<file path="src/rtl/muldiv_pkg.sv">
// Shared definitions for the iterative multiply/divide unit: operation and
// FSM state encodings plus a sign-magnitude helper.
package muldiv_pkg;

    typedef enum logic [1:0] {
        OP_MULU = 2'b00,
        OP_MUL  = 2'b01,
        OP_DIVU = 2'b10,
        OP_DIV  = 2'b11
    } op_e;

    typedef enum logic [1:0] {
        S_IDLE = 2'b00,
        S_CALC = 2'b01,
        S_FIX  = 2'b10,
        S_DONE = 2'b11
    } state_e;

    localparam int ABS_W = 64;

    // Magnitude of a zero-extended WIDTH-bit value whose sign is passed in;
    // the caller truncates the result back to WIDTH bits.
    function automatic logic [ABS_W-1:0] abs_val(input logic [ABS_W-1:0] v,
                                                  input logic             neg);
        return neg ? (~v + 1'b1) : v;
    endfunction

endpackage

</file>
<file path="src/rtl/muldiv_step.sv">
// One iteration over {acc, q}: radix-2 shift-add for multiply, or one
// restoring-subtract quotient bit for divide.
module muldiv_step #(
    parameter int WIDTH = 16
) (
    input  logic             div_mode,
    input  logic [WIDTH-1:0] acc,
    input  logic [WIDTH-1:0] q,
    input  logic [WIDTH-1:0] m,
    output logic [WIDTH-1:0] acc_next,
    output logic [WIDTH-1:0] q_next
);

    logic [WIDTH:0]   sum;
    logic [WIDTH:0]   addend;
    logic [WIDTH:0]   shifted;
    logic [WIDTH+1:0] diff;

    // NOTE: every output gets a default first so no path can infer a latch.
    always_comb begin
        acc_next = '0;
        q_next   = '0;
        sum      = {1'b0, acc} + {1'b0, m};
        addend   = q[0] ? sum : {1'b0, acc};
        shifted  = {acc, q[WIDTH-1]};
        diff     = {1'b0, shifted} - {2'b00, m};
        if (div_mode) begin
            // No borrow means the shifted partial remainder covers the divisor.
            if (!diff[WIDTH+1]) begin
                acc_next = WIDTH'(diff);
                q_next   = {q[WIDTH-2:0], 1'b1};
            end else begin
                acc_next = WIDTH'(shifted);
                q_next   = {q[WIDTH-2:0], 1'b0};
            end
        end else begin
            {acc_next, q_next} = {addend, q[WIDTH-1:1]};
        end
    end

endmodule

</file>
<file path="src/rtl/muldiv_unit.sv">
// Iterative MUL/MULU/DIV/DIVU unit with start/busy/done handshake, flush and
// global enable; results and flags are registered on DONE entry.
module muldiv_unit
    import muldiv_pkg::*;
#(
    parameter int WIDTH = 16
) (
    input  logic             clock,
    input  logic             reset,
    input  logic             enable,
    input  logic             flush,
    input  logic             start,
    input  logic [1:0]       op,
    input  logic [WIDTH-1:0] a,
    input  logic [WIDTH-1:0] b,
    output logic             busy,
    output logic             done,
    output logic [WIDTH-1:0] result_lo,
    output logic [WIDTH-1:0] result_hi,
    output logic             zf,
    output logic             nf,
    output logic             cf,
    output logic             dz
);

    localparam int CNT_W = $clog2(WIDTH) + 1;

    state_e           state_q, state_d;
    op_e              op_q;
    logic             sa_q, sb_q, ovf_q;
    logic [WIDTH-1:0] m_q, q_q, acc_q;
    logic [CNT_W-1:0] cnt_q;

    logic             signed_in, start_ok, div_zero_in, calc_last;
    logic [WIDTH-1:0] a_mag, b_mag;
    logic [WIDTH-1:0] acc_step, q_step;

    logic [2*WIDTH-1:0] prod;
    logic [WIDTH-1:0]   fix_lo, fix_hi;
    logic               fix_cf;

    assign signed_in   = op[0];
    assign start_ok    = start && (state_q == S_IDLE || state_q == S_DONE);
    assign div_zero_in = op[1] && (b == '0);
    assign calc_last   = (cnt_q == CNT_W'(WIDTH - 1));
    assign a_mag = signed_in ? WIDTH'(abs_val(ABS_W'(a), a[WIDTH-1])) : a;
    assign b_mag = signed_in ? WIDTH'(abs_val(ABS_W'(b), b[WIDTH-1])) : b;

    assign busy = (state_q == S_CALC) || (state_q == S_FIX);
    assign done = (state_q == S_DONE);

    muldiv_step #(.WIDTH(WIDTH)) u_step (
        .div_mode (op_q[1]),
        .acc      (acc_q),
        .q        (q_q),
        .m        (m_q),
        .acc_next (acc_step),
        .q_next   (q_step)
    );

    always_comb begin
        state_d = state_q;
        unique case (state_q)
            S_IDLE: if (start) state_d = div_zero_in ? S_DONE : S_CALC;
            S_CALC: if (calc_last) state_d = S_FIX;
            S_FIX:  state_d = S_DONE;
            S_DONE: if (start) state_d = div_zero_in ? S_DONE : S_CALC;
                    else       state_d = S_IDLE;
            default: state_d = S_IDLE;
        endcase
    end

    // NOTE: sequential state uses non-blocking assignments so every register
    // samples the pre-edge values of its neighbours.
    always_ff @(posedge clock or negedge reset) begin
        if (!reset)       state_q <= S_IDLE;
        else if (flush)   state_q <= S_IDLE;
        else if (enable)  state_q <= state_d;
    end

    // Sign fix-up of the unsigned magnitudes; a divide remainder follows the dividend.
    always_comb begin
        prod   = {acc_q, q_q};
        fix_lo = '0;
        fix_hi = '0;
        fix_cf = 1'b0;
        if (op_q[1]) begin
            fix_lo = (sa_q ^ sb_q) ? -q_q : q_q;
            fix_hi = sa_q ? -acc_q : acc_q;
            fix_cf = ovf_q;
        end else begin
            if (sa_q ^ sb_q) prod = -prod;
            fix_lo = prod[WIDTH-1:0];
            fix_hi = prod[2*WIDTH-1:WIDTH];
            fix_cf = (op_q == OP_MULU) ? (fix_hi != '0)
                                       : (fix_hi != {WIDTH{fix_lo[WIDTH-1]}});
        end
    end

    always_ff @(posedge clock or negedge reset) begin
        if (!reset) begin
            op_q      <= OP_MULU;
            sa_q      <= 1'b0;
            sb_q      <= 1'b0;
            ovf_q     <= 1'b0;
            m_q       <= '0;
            q_q       <= '0;
            acc_q     <= '0;
            cnt_q     <= '0;
            result_lo <= '0;
            result_hi <= '0;
            zf        <= 1'b0;
            nf        <= 1'b0;
            cf        <= 1'b0;
            dz        <= 1'b0;
        end else if (!flush && enable) begin
            if (start_ok) begin
                op_q  <= op_e'(op);
                sa_q  <= signed_in & a[WIDTH-1];
                sb_q  <= signed_in & b[WIDTH-1];
                ovf_q <= (op == OP_DIV) && (a == {1'b1, {(WIDTH-1){1'b0}}})
                                        && (b == '1);
                m_q   <= b_mag;
                q_q   <= a_mag;
                acc_q <= '0;
                cnt_q <= '0;
                if (div_zero_in) begin
                    result_lo <= '1;
                    result_hi <= a;
                    zf        <= 1'b0;
                    nf        <= 1'b1;
                    cf        <= 1'b0;
                    dz        <= 1'b1;
                end
            end else if (state_q == S_CALC) begin
                acc_q <= acc_step;
                q_q   <= q_step;
                cnt_q <= cnt_q + 1'b1;
            end else if (state_q == S_FIX) begin
                result_lo <= fix_lo;
                result_hi <= fix_hi;
                zf        <= (fix_lo == '0);
                nf        <= fix_lo[WIDTH-1];
                cf        <= fix_cf;
                dz        <= 1'b0;
            end
        end
    end

endmodule
</file>
<file path="config.mk">
export PLATFORM = sky130hd
export DESIGN_NAME = muldiv_unit
export DESIGN_NICKNAME = d
export VERILOG_FILES = /design/src/rtl/muldiv_pkg.sv /design/src/rtl/muldiv_step.sv /design/src/rtl/muldiv_unit.sv
export SDC_FILE = /design/constraint.sdc
export NUM_CORES = 1
export LEC_CHECK = 0
export BUFFER_PORTS_ARGS = -buffer_cell sky130_fd_sc_hd__buf_2
export CAP_MARGIN = 20
export CORE_MARGIN = 4
export CORE_UTILIZATION = 40
export CTS_CLUSTER_DIAMETER = 80
export DETAILED_ROUTE_END_ITERATION = 7
export GPL_TIMING_DRIVEN = 1
export SLEW_MARGIN = 0
export SYNTH_ARGS = -nofsm -noshare
export SYNTH_HDL_FRONTEND = slang
export SYNTH_HIERARCHICAL = 1
export SYNTH_SLANG_ARGS = --single-unit
</file>
<file path="constraint.sdc">
create_clock -name clock -period 6.8 [get_ports clock]
set_clock_uncertainty 0.1 [all_clocks]
set_input_delay 1.36 -clock clock [delete_from_list [all_inputs] [get_ports clock]]
set_output_delay 1.36 -clock clock [all_outputs]
set_load 0.01 [all_outputs]
</file>
# Word level (Yosys, flattened, before mapping)
# Index checks and enable logic that the tools add are counted.
[classes] addsub=8 eq_ne=12 n_mux=52 n_bitwise=5 reduce_logical=20
[ops] cell="two-way mux 16 bit" count=23
[ops] cell="two-way mux 32 bit" count=2
[ops] cell="adder 16 x 1 -> 16 bit, second input constant" count=2
[ops] cell="== test 16 bit, second input constant" count=2
[ops] cell="zero test 16 bit" count=2
[ops] cell="negator 16 bit" count=2
[ops] cell="negator 32 bit" count=1
[ops] cell="NOT 16 bit" count=2
[ops] cell="subtractor 17 x 16 -> 18 bit" count=1
[ops] cell="adder 16 x 16 -> 17 bit" count=1
[ops] cell="two-way mux 1 bit" count=17
[ops] cell="two-way mux 17 bit" count=1
[ops] cell="inequality test 16 bit" count=1
[ops] cell="nonzero test 16 bit" count=1
[ops] cell="two-way mux 2 bit" count=6
[ops] cell="two-way mux 5 bit" count=2
[ops] cell="one-hot mux 2 bit (4 select lines)" count=1
[ops] cell="== test 2 bit, second input constant" count=3
[ops] cell="inequality test 3 bit, second input constant" count=2
[ops] cell="nonzero test 2 bit" count=3
[ops] cell="adder 5 x 1 -> 5 bit, second input constant" count=1
[ops] cell="== test 5 x 4 -> 1 bit, second input constant" count=1
[ops] cell="logical AND 1 bit" count=5
[ops] cell="zero test 2 bit" count=2
[ops] cell="other kinds (10)" count=13
[word_totals] ff_bits=96 input_bits=39 word_cells=112

# Logic depth before layout (Yosys ltp)
# Gate-level depths: netlist of run 1.
[depth] ltp_word=9 depth_mapped=12 depth_no_buf=12

# Modules after synthesis
# Netlist of run 1, hierarchy kept.
[modules_own_cells] mod="muldiv_unit" n_inst=1 cells_per_inst=780 area_each_um2=6218.5 seq_area_each_um2=2377.3
[modules_own_cells] mod="muldiv_step" n_inst=1 cells_per_inst=310 area_each_um2=2192.1 seq_area_each_um2=0.0

# Least setup slack after synthesis of run 1
# Ideal clock, no wire load.
[synth_path] path_kind="register to register" from="reg acc_q[0]" to="reg cf" setup_ns=0.123 t_arrival_ns=3.111 slack_ns=3.466 path_stages_with_launch=12 n_path_buf=2 synth_period_minus_slack_ns=3.334 cell_sequence="dfrtp_1 > clkbuf_1 > inv_1 > ha_1 > or3b_1 > buf_6 > or3_4 > or4_4 > a21oi_2 > o21ai_1 > or4b_1 > o221a_1"
[synth_between] elab_chain_cells=9 word_cells_on_any_way=10 classes_between="add/sub: 1; eq/ne: 1; mux: 7; reduce/logical: 1"
[synth_rtl] element="start, declared" line_no="muldiv_unit.sv:31" source="logic [WIDTH-1:0] m_q, q_q, acc_q;"
[synth_rtl] element="start signal, assigned" line_no="muldiv_unit.sv:136" source="acc_q <= acc_step;"
[synth_rtl] element="negator 32 bit" line_no="muldiv_unit.sv:92" source="if (sa_q ^ sb_q) prod = -prod;"
[synth_rtl] element="two-way mux 32 bit *" line_no="muldiv_unit.sv:92"
[synth_rtl] element="two-way mux 32 bit *" line_no="muldiv_unit.sv:87" source="if (op_q[1]) begin"
[synth_rtl] element="inequality test 16 bit / nonzero test 16 bit (equally long branches)" line_no="muldiv_unit.sv:96, muldiv_unit.sv:95"
[synth_rtl] element="two-way mux 1 bit *" line_no="muldiv_unit.sv:95" source="fix_cf = (op_q == OP_MULU) ? (fix_hi != '0)"
[synth_rtl] element="two-way mux 1 bit *" line_no="muldiv_unit.sv:87"
[synth_rtl] element="two-way mux 1 bit *" line_no="muldiv_unit.sv:139" source="end else if (state_q == S_FIX) begin"
[synth_rtl] element="two-way mux 1 bit *" line_no="muldiv_unit.sv:135" source="end else if (state_q == S_CALC) begin"
[synth_rtl] element="two-way mux 1 bit *" line_no="muldiv_unit.sv:117" source="if (start_ok) begin"
[synth_rtl] element="end signal, assigned" line_no="muldiv_unit.sv:144" source="cf <= fix_cf;"
[synth_rtl] element="end, declared" line_no="muldiv_unit.sv:22" source="output logic cf,"
# Every way passes the cells marked *; elsewhere a longest branch is shown, timed or not. The select of a mux whose other input is x is not followed.
# A chain may end at the register's enable or synchronous reset.

# Final worst setup path of run 1
[layout_path] from="reg q_q[0]" to="reg cf"
[layout_between] elab_chain_cells=9 word_cells_on_any_way=10 classes_between="add/sub: 1; eq/ne: 1; mux: 7; reduce/logical: 1"
[layout_rtl] element="start, declared" line_no="muldiv_unit.sv:31"
[layout_rtl] element="start signal, assigned" line_no="muldiv_unit.sv:124" source="q_q <= a_mag;"
[layout_rtl] element="start signal, assigned" line_no="muldiv_unit.sv:137" source="q_q <= q_step;"
[layout_rtl] element="negator 32 bit *" line_no="muldiv_unit.sv:92"
[layout_rtl] element="two-way mux 32 bit *" line_no="muldiv_unit.sv:92"
[layout_rtl] element="two-way mux 32 bit *" line_no="muldiv_unit.sv:87"
[layout_rtl] element="inequality test 16 bit / nonzero test 16 bit (equally long branches)" line_no="muldiv_unit.sv:96, muldiv_unit.sv:95"
[layout_rtl] element="two-way mux 1 bit *" line_no="muldiv_unit.sv:95"
[layout_rtl] element="two-way mux 1 bit *" line_no="muldiv_unit.sv:87"
[layout_rtl] element="two-way mux 1 bit *" line_no="muldiv_unit.sv:139"
[layout_rtl] element="two-way mux 1 bit *" line_no="muldiv_unit.sv:135"
[layout_rtl] element="two-way mux 1 bit *" line_no="muldiv_unit.sv:117"
# Marks and branches as above.

==> results of run 1 <==
[power groups by stage]
stage               Sequential (W)  Combinational [W]  Clock [W]
floorplan                  0.00104            0.00232          0
global placement           0.00121            0.00285          0
detailed placement         0.00121            0.00287          0
CTS                        0.00120            0.00289   0.000549
global route               0.00125            0.00323   0.000578
finish                     0.00120            0.00292   0.000544
[metal layers]
layer  wire length, um  GRT usage  up-vias
met5                 0          0        -
met4               363     0.0479        0
met3              1600     0.0390       31
met2             11300      0.328      265
met1             11700      0.299     3809
li1                  -          -     3968
[final timing paths]
check	from	endpoint	slack [ns]	cells past startpoint
worst max-delay path	q_q[0]	cf	2.50	9
worst min-delay path	result_hi[6]	result_hi[6]	0.38	2
worst max register to register	q_q[0]	cf	2.50	9
worst min register to register	result_hi[6]	result_hi[6]	0.38	2
max in group asynchronous	reset	op_q[1]	4.53	2
min in group asynchronous	reset	result_lo[14]	0.81	1
[cell usage after synthesis, types with 14 or more instances]
master    number  area (um2)
nand2_1      143         537
mux2i_1       20         200
ha_1          43         538
o21ai_0      116         581
inv_1         45         169
dfrtp_1       95        2380
mux2_2        15         169
xnor2_1       56         490
nor3_1        25         125
a211oi_1      23         173
a31oi_1       18         113
xor2_1        31         272
or3_1         14        87.6
a21oi_1       97         485
nor2_1        98         368
clkbuf_1      54         203
[logic make-up (layout without fill, tap and decap cells)]
family,Yosys count,after routing,synth area share
AOI/OAI and AO/OA,335,335,0.241
xor gates and xnor gates,87,87,0.0906
adders and majority gates,45,45,0.0687
buffers and inverters,112,147,0.0555
DFF,95,95,0.283
muxes,35,35,0.0439
and+or+nand+nor,381,381,0.217
[layout make-up]
type                            count  area (um2)
Clock buffer                       11         243
Fill cell                        2129       11200
Sequential cell                    95        2380
Timing Repair Buffer               86         465
Inverter                           45         169
Multi-Input combinational cell    883        5590
Clock inverter                      5        63.8
Tap cell                          270         338
[worst max-delay path, cell delays in order, from the launching register on]
cell and delay, ns:
dfrtp_1 0.72, inv_1 0.21, ha_1 0.22, nor4b_1 0.84
and4_1 0.65, nand2_1 0.20, o41ai_1 0.34, a32o_1 0.20
or4b_1 0.44, o221a_1 0.27
[per-stage QoR]
step | instance area [um2] | worst slack, ns
finish | 9250 | 2.50
global route | 9250 | 2.39
CTS | 9240 | 2.72
detailed placement | 8930 | 2.60
global placement | 8930 | 2.69
floorplan | 8410 | 3.47
[state kept, by name (all words and copies together) (netlist names)]
register   flops
m_q           16
q_q           16
op_q           2
zf             1
acc_q         16
result_hi     16
state_q        2
cf             1
ovf_q          1
sa_q           1
result_lo     16
sb_q           1
cnt_q          5
dz             1
==> results.txt, run 1 <==
Max Cap Viol -> 0
RSZ-0062 raised after global routing -> no
EDFF count, synth -> 0
commonest non-fill, non-tap cell in the layout -> nand2_1
Reg power frac -> 0.258
Mean Syn Cell Area -> 7.72 um2
share of cells above drive strength 1 -> 0.123
Root Buffer -> clkbuf_16
most frequent cells in the layout -> 143 x nand2_1, 115 x o21ai_0, 97 x nor2_1, 97 x a21oi_1, 94 x dfrtp_1
global-route wire length before repair -> 40100 um
Internal -> 0.00232 W
WP data required -> 6.95 ns
status -> finished clean
Final setup viols -> 0
Hold Buf Count CTS -> 0
Final Max Slew Viols -> 0
DP Wirelength -> 18700 um
overall power -> 0.00467 W
clk sink count -> 95
1st-pass router iterations -> 5
DR vias -> 8073
PostCTS Resize Cnt -> 0
Layout Cells excl Fill -> 1395
Gate power share -> 0.625
CTS clk-pin slew, worst paths -> 0.07 ns
cts bufs inserted -> 9
smallest hold slack -> 0.380 ns
final critical-path share of the clock period -> 0.632
Seq cells post-synth -> 95
Overflow after GRT -> 0
initial antenna violation count -> 0
# H-tree levels -> 3
DR DRC count -> 0
Die Y -> 153 um
Peak supply drop -> 0.228 mV
Switch Pwr -> 0.00235 W
dpl cells -> 1378
Synth Net Count -> 1174
sequential share of the synthesized area -> 0.283
PwrDens -> 505 nW/um2
Core ar. -> 20400 um2
Crit Path Max Fanout -> 25
setup TNS -> 0 ns
critical path class -> register to register
Synth cell types -> 76
largest net degree at the start of global routing -> 73
CTS Buffer Depth -> 2
post-route ant nets -> 0
Final nets -> 1204
final core utilization -> 0.453
die area -> 23400 um2
clock share of power -> 0.116
synthesized instance count -> 1090
Worst Tran Pin Value -> 1.03 ns
starting density of the core -> 0.412
Min Clock Period, post-route -> 4.30 ns
Wirelength per Cell -> 18.0 um
Worst Hold Class -> register to register
IO buf count -> 76
Hold Violations, Final -> 0
maximum clock rate -> 0.233 GHz
DRT iter0 DRCs -> 743
Yosys warnings -> 6
worst skew pair latency -> 0.36 ns
drt total wl -> 25000 um
Area Growth Syn to Fin -> 9.98%
RePlAce Congestion -> 0.979
Post-Synthesis Cell Area -> 8410 um2
DIE WIDTH -> 153 um
Via density -> 5.79
post-CTS setup buffers -> 0
# rows -> 52
Crit. End Element -> register
Slew HR -> 0.303
vias in the first global route -> 7426
ys async rst share -> 1.00
I/O Pins -> 77
Tot GR Track Use -> 0.209
ys flop type -> dfrtp_1
CP Data Arrival Time -> 4.45 ns
Setup crit start kind -> register
switching part of the total -> 0.504
Pleak -> 3.95 nW
CTS tree -> done
# diodes -> 0
Power figures use the tool's default switching activity.
==> inputs of run 2 (changes only) <==
==> constraint.sdc (replaced) <==
create_clock -name clock -period 3.5 [get_ports clock]
set_clock_uncertainty 0.1 [all_clocks]
set_input_delay 0.7 -clock clock [delete_from_list [all_inputs] [get_ports clock]]
set_output_delay 0.7 -clock clock [all_outputs]
set_load 0.01 [all_outputs]
==> results.txt, run 2 (synthesis results as in run 1) <==
status -> finished clean
DIE WIDTH -> 153 um (unchanged)
vias in the first global route -> 7641 (+2.9%)
Root Buffer -> clkbuf_16
PwrDens -> 982 nW/um2 (+95%)
Wirelength per Cell -> 18.2 um (+1.4%)
setup TNS -> 0 ns (unchanged)
Via density -> 5.72 (-1.2%)
Final Max Slew Viols -> 0 (unchanged)
WP data required -> 3.66 ns (-3.29 ns)
dpl cell area -> 9170 um2 (+2.7%)
critical path class -> register to register
# diodes -> 0 (unchanged)
Die Y -> 153 um (unchanged)
worst path buffer plus inverter count -> 0 (-1)
most frequent cells in the layout -> 143 x nand2_1, 115 x o21ai_0, 97 x nor2_1, 97 x a21oi_1, 94 x dfrtp_1
final critical-path share of the clock period -> 0.937 (+0.305)
1st-pass router iterations -> 5 (unchanged)
CP max stage cell -> or4_1
Area Growth Syn to Fin -> 13.0%
Setup crit start kind -> register
die area -> 23400 um2 (unchanged)
Final nets -> 1234 (+2.5%)
Tot GR Track Use -> 0.218 (+0.00901)
DR vias -> 8145 (+0.89%)
commonest non-fill, non-tap cell in the layout -> nand2_1
DR DRC count -> 0 (unchanged)
share of cells above drive strength 1 -> 0.146 (+0.0237)
starting density of the core -> 0.412 (unchanged)
Core ar. -> 20400 um2 (unchanged)
global-route wire length before repair -> 41500 um (+3.5%)
post-route ant nets -> 0 (unchanged)
drt total wl -> 25900 um (+3.5%)
Worst Tran Pin Value -> 0.706 ns (-0.325 ns)
I/O Pins -> 77 (unchanged)
IO buf count -> 76 (unchanged)
initial antenna violation count -> 0 (unchanged)
post-CTS setup buffers -> 0 (unchanged)
Max Cap Viol -> 0 (unchanged)
CP max stage delay -> 0.67 ns (-0.17 ns)
DRT iter0 DRCs -> 601 (-19%)
CTS tree -> done
Pleak -> 4.11 nW (+4.2%)
Hold Violations, Final -> 0 (unchanged)
RePlAce Congestion -> 0.932 (-4.8%)
Top delay family on crit path -> simple AND/OR/NAND/NOR gates
maximum clock rate -> 0.305 GHz (+31%)
CP Data Arrival Time -> 3.44 ns (-1.01 ns)
overall power -> 0.00933 W (+100%)
RSZ-0062 raised after global routing -> no
Peak supply drop -> 0.413 mV (+81%)
Min Clock Period, post-route -> 3.28 ns (-1.02 ns)
# H-tree levels -> 3 (unchanged)
design area -> 9500 um2 (+2.7%)
CTS clk-pin slew, worst paths -> 0.07 ns (about the same)
worst skew pair latency -> 0.36 ns (about the same)
Crit. End Element -> register
DP Wirelength -> 19600 um (+4.6%)
Overflow after GRT -> 0 (unchanged)
final core utilization -> 0.465 (+0.0122)
CTS Buffer Depth -> 2 (unchanged)
Worst Hold Class -> input port to asynchronous set/reset pin
cts bufs inserted -> 9 (unchanged)
critical-path cell list -> or4_1 -> nor4_4 -> nand2_1 -> o41ai_1 -> a32o_1 -> or4b_1 -> o221a_1
largest net degree at the start of global routing -> 67 (-8.2%)
# rows -> 52 (unchanged)
smallest hold slack -> 0.209 ns (-0.171 ns)
clk sink count -> 95 (unchanged)
Crit Path Max Fanout -> 11 (-56%)
Slew HR -> 0.527 (+0.224)
Final setup viols -> 0 (unchanged)
## run 2: changes by cell type in the layout (fill, tap and decap cells not counted), sizes merged
cell and delta:
bufinv +1, inv -2, buf +30, clkinv +2
clkinvlp -1
## run 2: timing repair
| action | CTS | global route |
|---|---|---|
| hold endpoints to repair | 0 | 0 |
| setup endpoints to repair | 0 | 1 |
| hold buffers | 0 | 0 |
| gates resized for setup | 0 | 1 |
## run 2: path summary, 6_finish.rpt
kind	start	end	slack [ns]	depth (start not counted)
worst max-delay path	acc_q[10]	cf	0.22	7
worst min-delay path	reset	acc_q[14]	0.21	1
worst max register to register	acc_q[10]	cf	0.22	7
worst min register to register	result_hi[4]	result_hi[4]	0.38	2
max in group asynchronous	reset	result_lo[3]	2.37	2
min in group clock	result_hi[4]	result_hi[4]	0.38	2
## run 2: through the flow
stage	setup WS (ns)	std cells
final	0.219	1425
after global routing	0.00633	1425
after CTS	0.200	1425
after detailed placement	0.222	1409
after global placement	0.293	1409
after floorplan	0.166	1090
## run 2: routing by layer
metal	up-vias	routed length, um	track usage	part of all wire
met5	-	0	0	0
met4	0	698	0.0738	0.027
met3	48	1190	0.0271	0.046
met2	231	11700	0.338	0.45
met1	3839	12400	0.314	0.48
li1	4027	-	-	-
## run 2: worst register-to-register path: cells and delay by family (launching register included)
family	cells	cell delay [ns]
simple gates	4	1.71
flops	1	0.55
compound gates	3	0.81
## run 2: where the power goes
part,switching [W],internal (W)
Clock,0.000473,0.000649
Sequential,0.000570,0.00154
Combinational,0.00354,0.00256
## run 2: cell type report
type / count / area [um2]
Clock buffer: 11 / 243
Clock inverter: 5 / 82.6
Fill cell: 2110 / 10900
Inverter: 45 / 169
Multi-Input combinational cell: 883 / 5590
Sequential cell: 95 / 2380
Tap cell: 270 / 338
Timing Repair Buffer: 116 / 696
==> inputs of run 3 (changes only) <==
--- a/config.mk
+++ b/config.mk
@@ -7,11 +7,13 @@
 export LEC_CHECK = 0
 export BUFFER_PORTS_ARGS = -buffer_cell sky130_fd_sc_hd__buf_2
 export CAP_MARGIN = 20
-export CORE_MARGIN = 4
+export CELL_PAD_IN_SITES_DETAIL_PLACEMENT = 0
+export CELL_PAD_IN_SITES_GLOBAL_PLACEMENT = 1
 export CORE_UTILIZATION = 40
 export CTS_CLUSTER_DIAMETER = 80
 export DETAILED_ROUTE_END_ITERATION = 7
 export GPL_TIMING_DRIVEN = 1
+export PLACE_DENSITY_LB_ADDON = 0.1
 export SLEW_MARGIN = 0
 export SYNTH_ARGS = -nofsm -noshare
 export SYNTH_HDL_FRONTEND = slang
==> results.txt, run 3 (synthesis results as in run 1) <==
status -> finished clean
CP max stage cell -> or4_4
final critical-path share of the clock period -> 0.933 (-0.00456)
fillers -> 2206 (+4.5%)
Via density -> 5.62 (-1.6%)
Final Max Slew Viols -> 0 (unchanged)
overall power -> 0.00942 W (+1.0%)
clock share of power -> 0.104 (-0.016)
highest metal used -> met4
drt total wl -> 27000 um (+4.1%)
PostCTS Resize Cnt -> 0 (unchanged)
cts bufs inserted -> 9 (unchanged)
area taken by multi-input logic gates -> 5600 um2 (about the same)
Min Clock Period, post-route -> 3.26 ns (-0.0160 ns)
starting density of the core -> 0.412 (unchanged)
post-CTS setup buffers -> 0 (unchanged)
critical-path cell list -> inv_1 -> ha_1 -> or3b_4 -> or4_4 -> o21ai_1 -> nor3b_2 -> o21ai_1 -> or4b_1 -> o221a_1
met2 wire length -> 11800 um (+1.3%)
clk sink count -> 95 (unchanged)
Setup crit start kind -> register
Hold Violations, Final -> 0 (unchanged)
global-route wire length before repair -> 43300 um (+4.3%)
Slew HR -> 0.528 (+0.00145)
CTS clk-pin slew, worst paths -> 0.07 ns (about the same)
Worst Tran Pin Value -> 0.708 ns (+0.00129 ns)
reg2reg setup slack -> 0.24 ns (+0.02 ns)
# diodes -> 0 (unchanged)
critical path class -> register to register
largest net degree at the start of global routing -> 50 (-25%)
DRT iter0 DRCs -> 497 (-17%)
Final nets -> 1251 (+1.4%)
Pleak -> 4.17 nW (+1.4%)
worst skew pair latency -> 0.36 ns (about the same)
IO buf count -> 76 (unchanged)
Crit Path Max Fanout -> 7 (-4)
Root Buffer -> clkbuf_16
Most Frequent Cell on Critical Path -> o21ai_1
switching part of the total -> 0.498 (+0.00719)
met1 WL -> 13400 um (+8.6%)
Overflow after GRT -> 0 (unchanged)
setup TNS -> 0 ns (unchanged)
Worst Hold Class -> input port to asynchronous set/reset pin
Internal -> 0.00473 W (-0.39%)
Final setup viols -> 0 (unchanged)
1st-pass router iterations -> 5 (unchanged)
initial antenna violation count -> 0 (unchanged)
vias in the first global route -> 7727 (+1.1%)
DP Wirelength -> 21000 um (+7.5%)
Peak supply drop -> 0.355 mV (-14%)
DIE WIDTH -> 147 um (-3.9%)
PwrDens -> 983 nW/um2 (+0.12%)
Die Y -> 147 um (-3.9%)
Top delay family on crit path -> simple AND/OR/NAND/NOR gates
maximum clock rate -> 0.306 GHz (+0.49%)
Max Cap Viol -> 0 (unchanged)
RePlAce Congestion -> 0.947 (+1.6%)
DR DRC count -> 0 (unchanged)
I/O Pins -> 77 (unchanged)
# rows -> 52 (unchanged)
FF+latch area -> 2380 um2 (unchanged)
Core ar. -> 20400 um2 (unchanged)
Reg power frac -> 0.214 (-0.013)
Hold Buf Count CTS -> 0 (unchanged)
CP Data Arrival Time -> 3.42 ns (-0.02 ns)
WP data required -> 3.65 ns (about the same)
commonest non-fill, non-tap cell in the layout -> nand2_1
CTS Buffer Depth -> 2 (unchanged)
CP max stage delay -> 0.54 ns (-0.13 ns)
share of cells above drive strength 1 -> 0.159 (+0.0124)
CTS tree -> done
# H-tree levels -> 3 (unchanged)
Crit. End Element -> register
Gate power share -> 0.682 (+0.029)
DR vias -> 8110 (-0.43%)
RSZ-0062 raised after global routing -> no
most frequent cells in the layout -> 143 x nand2_1, 115 x o21ai_0, 97 x nor2_1, 97 x a21oi_1, 94 x dfrtp_1
met3 routed WL -> 1280 um (+7.7%)
post-route ant nets -> 0 (unchanged)
smallest hold slack -> 0.264 ns (+0.0550 ns)
Area Growth Syn to Fin -> 14.0%
Switch Pwr -> 0.00470 W (+2.5%)
die area -> 21600 um2 (-7.7%)
worst path buffer plus inverter count -> 1 (+1)
Tot GR Track Use -> 0.258 (+0.0406)
Wirelength per Cell -> 18.7 um (+2.9%)
-- run 3: area by class of cell --
class	count	share of cell area
well taps	270	0.0352
inverters	45	0.0176
clock inverters	5	0.00431
flip-flops and latches	95	0.248
multi-input cells	883	0.584
clock buffers	11	0.0253
repair buffers	133	0.0859
-- run 3: worst paths after layout --
| check | start | endpoint | depth (start not counted) |
|---|---|---|---|
| setup / recovery | acc_q[1] | cf | 9 |
| hold / removal | reset | acc_q[8] | 1 |
| setup reg to reg | acc_q[1] | cf | 9 |
| hold reg to reg | result_hi[8] | result_hi[8] | 2 |
| max in group asynchronous | reset | op_q[1] | 2 |
| min in group clock | result_hi[8] | result_hi[8] | 2 |
-- run 3: per-layer routing --
layer | vias to the layer above | GRT usage
met5 | - | 0
met4 | 0 | 0.0639
met3 | 26 | 0.0363
met2 | 197 | 0.402
met1 | 3827 | 0.375
li1 | 4060 | -
-- run 3: power by group through the flow --
stage               clock (W)  combinational [W]  sequential (W)
floorplan                   0            0.00452         0.00203
CTS                   0.00101            0.00638         0.00202
detailed placement          0            0.00635         0.00204
global placement            0            0.00638         0.00203
finish               0.000978            0.00643         0.00202
global route          0.00105            0.00713         0.00210
-- run 3: stage by stage --
stage | instance area, um2 | setup WS, ns | std cells | utilization
after floorplan | 8410 | 0.166 | 1090 | -
after global placement | 9300 | 0.191 | 1426 | 0.455
after detailed placement | 9300 | 0.153 | 1426 | 0.455
after CTS | 9590 | 0.151 | 1442 | 0.469
after global routing | 9590 | 0.0112 | 1442 | 0.469
final | 9590 | 0.235 | 1442 | 0.469
